### src/rtl/subinst_collect5.sv
// Five-to-one round-robin collector with a tagged FIFO on the upward path of a hierarchy level.
// Define COLLECT5_STATS_EN to add the saturating delivered-word counter on port stat_cnt.
module subinst_collect5 #(
    parameter int DATA_W = 8,
    parameter int DEPTH  = 4
) (
    input  logic                  clk,
    input  logic                  rst,
    input  logic [4:0]            in_valid,
    input  logic [5*DATA_W-1:0]   in_data,
    output logic [4:0]            in_ready,
    output logic                  out_valid,
    output logic [DATA_W-1:0]     out_data,
    output logic [2:0]            out_src,
    input  logic                  out_ready
`ifdef COLLECT5_STATS_EN
    ,
    output logic [15:0]           stat_cnt
`endif
);

    localparam int PTR_W = (DEPTH > 1) ? $clog2(DEPTH) : 1;
    localparam int CNT_W = $clog2(DEPTH + 1);
    localparam int ENT_W = DATA_W + 3;
    localparam logic [CNT_W-1:0] FULL = CNT_W'(DEPTH);

    function automatic logic [2:0] wrap5(input logic [3:0] v);
        return (v >= 4'd5) ? 3'(v - 4'd5) : v[2:0];
    endfunction

    function automatic logic [15:0] sat_inc16(input logic [15:0] v);
        return (v == 16'hFFFF) ? v : v + 16'd1;
    endfunction

    logic [ENT_W-1:0] r_mem [DEPTH];
    logic [PTR_W-1:0] r_wr_ptr;
    logic [PTR_W-1:0] r_rd_ptr;
    logic [CNT_W-1:0] r_count;
    logic [2:0]       r_last_grant;

    logic             w_grant_vld;
    logic [2:0]       w_grant_idx;
    logic [2:0]       w_cand;
    logic             w_push;
    logic             w_pop;
    logic [ENT_W-1:0] w_head;

    // Walk candidates from farthest to nearest so the nearest valid channel after last_grant wins.
    always_comb begin
        w_grant_vld = 1'b0;
        w_grant_idx = 3'd0;
        w_cand      = 3'd0;
        if (!rst && r_count != FULL) begin
            for (int k = 5; k >= 1; k--) begin
                w_cand = wrap5(4'(r_last_grant) + 4'(k));
                if (in_valid[w_cand]) begin
                    w_grant_vld = 1'b1;
                    w_grant_idx = w_cand;
                end
            end
        end
    end

    assign in_ready = w_grant_vld ? (5'b00001 << w_grant_idx) : 5'b00000;
    assign w_push   = w_grant_vld;
    assign w_pop    = out_valid && out_ready && !rst;

    // Storage holds data only, so it is left out of reset.
    always_ff @(posedge clk) begin
        if (w_push) begin
            r_mem[r_wr_ptr] <= {w_grant_idx, in_data[w_grant_idx*DATA_W +: DATA_W]};
        end
    end

    always_ff @(posedge clk) begin
        if (rst) begin
            r_wr_ptr     <= '0;
            r_rd_ptr     <= '0;
            r_count      <= '0;
            r_last_grant <= 3'd4;
        end else begin
            if (w_push) begin
                r_wr_ptr     <= r_wr_ptr + 1'b1;
                r_last_grant <= w_grant_idx;
            end
            if (w_pop) begin
                r_rd_ptr <= r_rd_ptr + 1'b1;
            end
            case ({w_push, w_pop})
                2'b10:   r_count <= r_count + 1'b1;
                2'b01:   r_count <= r_count - 1'b1;
                default: r_count <= r_count;
            endcase
        end
    end

    assign out_valid = (r_count != '0);
    assign w_head    = r_mem[r_rd_ptr];
    assign out_data  = out_valid ? w_head[DATA_W-1:0] : '0;
    assign out_src   = out_valid ? w_head[DATA_W +: 3] : 3'd0;

`ifdef COLLECT5_STATS_EN
    logic [15:0] r_stat_cnt;

    always_ff @(posedge clk) begin
        if (rst) begin
            r_stat_cnt <= 16'd0;
        end else if (w_pop) begin
            r_stat_cnt <= sat_inc16(r_stat_cnt);
        end
    end

    assign stat_cnt = r_stat_cnt;
`endif

endmodule

### config.mk
export PLATFORM = sky130hd
export DESIGN_NAME = subinst_collect5
export DESIGN_NICKNAME = d
export VERILOG_FILES = /design/src/rtl/subinst_collect5.sv
export SDC_FILE = /design/constraint.sdc
export NUM_CORES = 1
export LEC_CHECK = 0
export BUFFER_PORTS_ARGS = -buffer_cell sky130_fd_sc_hd__buf_2
export CAP_MARGIN = 20
export CORE_AREA = 2 2 73 127
export DETAILED_ROUTE_END_ITERATION = 10
export DIE_AREA = 0 0 75 129
export PLACE_DENSITY = 0.71
export REMOVE_ABC_BUFFERS = 1
export SYNTH_ARGS = -nofsm -noshare
export SYNTH_HDL_FRONTEND = slang
export SYNTH_SLANG_ARGS = --single-unit
export TNS_END_PERCENT = 10
### constraint.sdc
create_clock -name clk -period 5.4 [get_ports clk]
set_input_delay 1.08 -clock clk [delete_from_list [all_inputs] [get_ports clk]]
set_output_delay 1.08 -clock clk [all_outputs]
set_load 0.1 [all_outputs]
; Word level (Yosys, flattened, before mapping)
; Memory sizes are Yosys's and may differ from the RTL's. A register that Yosys moved wholly into a read port is not among the register bits.
; Cells that the tools add are included.
[word_totals]
inputBits = 48
mem_bits_rw = 44
n_memories = 1
reg_bits = 10
out_inout_bits = 17
wordCells = 75
[memory_table]
columns = name, words, width, rd, rd_ports_with_merged_regs, wr, line_no
row1 = r_mem, 4, 11, 1, 1, 1, 35  ; logic [ENT_W-1:0] r_mem [DEPTH];
[classes]
muxes = 35
shift = 2
addsub = 14
eq_ne = 3
n_reduce_logical = 6
n_lt_le_gt_ge = 10
[ops]
columns = cell, n
row1 = $shiftx A40 B7 Y8, 1
row2 = $mux W3, 12
row3 = $ge A4 B3 Y1 const B, 5
row4 = $lt A3 B4 Y1 const B, 5
row5 = $bmux W1 S3, 5
row6 = $sub A3 B3 Y3 const B, 5
row7 = $mux W1, 13
row8 = $add A3 B2 Y4 const B, 2
row9 = $add A3 B3 Y4 const B, 2
row10 = $mux W8, 1
row11 = $pmux W3 S2, 1
row12 = $mux W5, 1
row13 = $shl A1 B3 Y5 const A, 1
row14 = $add A2 B1 Y2 const B, 2
row15 = $add A3 B1 Y4 const B, 1
row16 = $mux W2, 2
row17 = $add A3 B1 Y3 const B, 1
row18 = $logic_and A1 B1 Y1, 3
row19 = $ne A3 B3 Y1 const B, 1
row20 = $reduce_bool A3 Y1, 1
row21 = $sub A3 B1 Y3 const B, 1
row22 = $eq A2 B1 Y1 const B, 1
row23 = $eq A2 B2 Y1 const B, 1
row24 = $reduce_bool A2 Y1, 1
row25 = $logic_not A1 Y1, 1

; Longest topological paths before layout
[logic_depth]
depth_word = 13
mapped_depth = 18
ltp_nobuf = 17

; Least setup slack after synthesis
; Ideal clock, no wire load.
[synth_timing]
kind = input-to-output
from = input port in_valid[1]
to = output port in_ready[0]
cell_stages = 13
path_buffers = 3
path_slack_ns = -0.619
arrival_ns = 4.939
required_time_ns = 4.320
cell_sequence = buf_2 mux2_2 a221oi_2 mux2i_1 a2bb2oi_2 nor2_1 a2111oi_4 a21oi_2 buf_6 nand2_4 inv_4 buf_8 nor3_1
[synth_between]
elab_chain_cells = 10
word_cells_on_any_way = 24
classes_between = 1 x shift / 23 x mux
[synth_rtl]
columns = item, line_no
row1 = start: declaration, 9  ; input logic [4:0] in_valid,
row2 = $bmux W1 S3, 56  ; if (in_valid[w_cand]) begin
row3 = $mux W1 (implied by the code), 56
row4 = $mux W3 (4 in series), 56
row5 = $mux W3 *, 56
row6 = $mux W3 *, 53  ; if (!rst && r_count != FULL) begin
row7 = net w_grant_idx[0], 42  ; logic [2:0] w_grant_idx;
row8 = $shl A1 B3 Y5 *, 64  ; assign in_ready = w_grant_vld ? (5'b00001 << w_grant_idx) : 5'b00000;
row9 = $mux W5 *, 64
row10 = end: declaration, 11  ; output logic [4:0] in_ready,
; The timed path passes the listed nets; every way through them passes the cells marked *. The select of a mux whose other input is x is not followed.

; Worst setup path in the final report
[layout_timing]
from = register r_last_grant[0]
to = output port in_ready[2]
[layout_between]
elab_chain_cells = 13
word_cells_on_any_way = 44
classes_between = 10 x add/sub / 5 x order compare / 1 x shift / 28 x mux
[layout_rtl]
columns = item, line_no
row1 = start: declaration, 39  ; logic [2:0] r_last_grant;
row2 = start signal: assignment, 84  ; r_last_grant <= w_grant_idx;
row3 = $add A3 B3 Y4, 55  ; w_cand = wrap5(4'(r_last_grant) + 4'(k));
row4 = $ge A4 B3 Y1 or $sub A3 B3 Y3 (tied branches), 28  ; return (v >= 4'd5) ? 3'(v - 4'd5) : v[2:0];
row5 = $mux W3, 28
row6 = $bmux W1 S3, 56
row7 = $mux W1 (implied by the code), 56
row8 = $mux W3 (5 in series), 56
row9 = $mux W3, 53
row10 = $shl A1 B3 Y5, 64
row11 = $mux W5 *, 64
; Every way passes the cells marked *; elsewhere a longest branch is shown, timed or not. The select of a mux whose other input is x is not followed.

==> results by group <==
Run status
  – Status: completed

Synth
  – Post-synth EDFFs: between 40 and 50
  – Syn_area_per_cell: 11.2 um2
  – Unique masters post-synth: 70
  – Post-synth ARST share: 0%
  – Sequential-to-total area share from yosys stat: 41.2%
  – Syn Std Cell Area: 3790 um2
  – Synth warn: 0
  – Synth Flop Type: edfxtp_1
  – Number of synthesized register bits: 56
  – Syn Inst Count: 340

Layout
  – Layout cells sized above 1: 27.7%
  – Fin util: approximately half
  – Commonest cells after routing, fill and taps aside: buf_2 (61), edfxtp_1 (44), nand2_1 (29), mux2i_1 (26), nor2_1 (22)
  – N_diodes: 0
  – Nets@finish: 466
  – Commonest non-fill, non-tap cell in the layout: buf_2
  – Area Overhead vs Synth: 15.7%
  – Fillers: 792

Route
  – Routed wire length: 9.15 mm
  – DR vias: just under 3000
  – Wire per inst: 17.7 um
  – Post-detailed-route count of antenna-violating nets: 0
  – DRC viols: 0
  – Drt first pass iters: 4
  – Vias/cell: between 5 and 6
  – 1st-iter DRT viols: 206

Floorplanning
  – Row Count: 45
  – Die H: about 130 um
  – Starting density of the core: 44.0%
  – Core Region: around 8600 um2
  – Total die area: 9680 um2
  – IO Pins: 65
  – Die width: 75 um

Global route
  – Antenna violations before repair: 0
  – Largest net degree at the start of global routing: 36
  – Total GRT Usage: 19.5%
  – Total grt overflow: 0
  – First-pass GRT wire length: ~14 mm
  – Vias in the first global route: 2933

Timing
  – Hold_ws: approximately 0.55 ns
  – Final period utilization: 91.3%
  – Fmax: 203 MHz
  – Fin worst setup slack: 0.471 ns
  – RSZ-0062 raised after global routing: false
  – Slew headroom: 48.6%
  – Max Transition Viols Final: 0
  – Crit path time final: roughly 5 ns
  – Clk_skew: roughly 0.0053 ns
  – Fin. Hold Viols: 0
  – Worst-margin pin slew: 0.770 ns
  – Final setup vio count: 0
  – Setup TNS: 0 ns

Clock tree
  – Clk sinks: between 50 and 60
  – CTS tree: yes
  – Clock Latency Late Sink: approximately 0.29 ns
  – Clock Pin Slew Worst Setup and Hold Paths: around 0.070 ns
  – Num CTS Buffers: 5
  – H-tree levels: 2
  – CTS max path bufs: 2
  – CTS root buffer: clkbuf_16

Worst setup path
  – CP Launch Type: flop
  – Worst Setup End Kind: primary output
  – CP Class: flop to primary output
  – Critical Path AT: 3.85 ns
  – Crit path max fanout: 35
  – Required time of the critical path: 4.32 ns

Place
  – Post-Place Worst Slack: 0.589 ns
  – Final Wtd Congestion: 0.938
  – Placed wire-length estimate: 7.15 mm
  – PortBufs: 64

Worst hold path
  – Hold WC Path Type: flop to flop

Flow run
  – Max-cap violations: 0
## worst max-delay path, stage by stage (launching register included)
cell	delay [ns]
dfxtp_1	0.35
buf_4	0.35
ha_1	0.48
nor2b_4	0.26
mux2_4	0.31
and3_4	0.18
o22ai_2	0.21
o21ai_2	0.12
a2111oi_4	0.36
a21oi_2	0.09
nand2_4	0.10
inv_4	0.10
nor3_1	0.17
buf_2	0.45
## timing repair
action	CTS	global route
endpoints found under the setup margin	0	2
resized for setup	0	2
buffers inserted	0	0
hold buffers	0	0
hold endpoints to repair	0	0
## cells by family after synthesis
group | count (synthesis) | synth area share, %
adders and majority gates | 18 | 6.33
buffers and inverters | 36 | 4.92
muxes | 42 | 15.0
DFF | 56 | 41.2
xor gates and xnor gates | 11 | 2.74
AOI/OAI and AO/OA | 72 | 15.2
and+or+nand+nor | 105 | 14.6
## cells in the mapped netlist, drive strengths merged (2+ instances only)
| cell type | count | area share, % |
|---|---|---|
| and3 | 6 | 1.1 |
| xor2 | 5 | 1.4 |
| o21ai | 11 | 1.6 |
| clkbuf | 4 | 0.40 |
| edfxtp | 44 | 35 |
| and2 | 3 | 0.49 |
| mux2 | 5 | 1.6 |
| nor3b | 2 | 0.40 |
| o2111ai | 2 | 0.46 |
| a221oi | 6 | 1.7 |
| a21o | 2 | 0.40 |
| nand3 | 3 | 0.40 |
| o211ai | 2 | 0.40 |
| a22oi | 3 | 0.59 |
| a211o | 2 | 0.46 |
| o31ai | 3 | 0.96 |
| xnor2 | 6 | 1.4 |
| buf | 14 | 2.7 |
| nand2 | 31 | 3.3 |
| fa | 2 | 1.1 |
| nor2 | 22 | 2.2 |
| mux4 | 11 | 6.5 |
| mux2i | 26 | 6.9 |
| nand2b | 7 | 1.2 |
| o22ai | 4 | 0.82 |
| a21oi | 15 | 2.2 |
| dfxtp | 12 | 6.3 |
| nor3 | 5 | 0.66 |
| a211oi | 2 | 0.40 |
| inv | 18 | 1.8 |
| o221ai | 10 | 2.3 |
| nor2b | 19 | 3.4 |
| ha | 16 | 5.3 |
| a2111oi | 2 | 0.96 |
## metrics by stage
step	area (um2)	cells
after detailed placement	4240	510
final	4390	518
after floorplan	3680	322
after global routing	4390	518
after CTS	4380	518
after global placement	4240	510
## sequential cells by signal (all words and copies together) (netlist names), named ones only
signal,cells
r_last_grant,3
r_mem,44
r_count,3
r_wr_ptr,2
r_rd_ptr,2
## path summary, 6_finish.rpt
kind / start / to / slack (ns) / cells after the start
worst min register to register: r_count[2] / r_count[2] / 0.55 / 2
worst min-delay path: r_count[2] / r_count[2] / 0.55 / 2
worst max-delay path: r_last_grant[0] / in_ready[2] / 0.47 / 13
worst max register to register: r_last_grant[0] / r_count[2] / 0.91 / 16
## layer usage
layer | GRT usage, % | vias up | wire, um
met3 | 1.96 | 23 | 365
met5 | 0 | - | 0
met2 | 37.5 | 96 | 5100
met1 | 19.5 | 1426 | 3370
li1 | - | 1402 | -
met4 | 9.98 | 0 | 321
## final cells by class
| type | count | area [um2] | area share (%) |
|---|---|---|---|
| clock buffers | 5 | 125 | 2.85 |
| inverters | 18 | 70.1 | 1.60 |
| clock inverters | 3 | 17.5 | 0.399 |
| well taps | 117 | 146 | 3.34 |
| repair buffers | 71 | 418 | 9.53 |
| multi-input cells | 248 | 2050 | 46.7 |
| flip-flops and latches | 56 | 1560 | 35.6 |
Power is left out: the tool's default activity adds up to more than one toggle a clock period on the data nets, which glitch-free logic cannot reach.
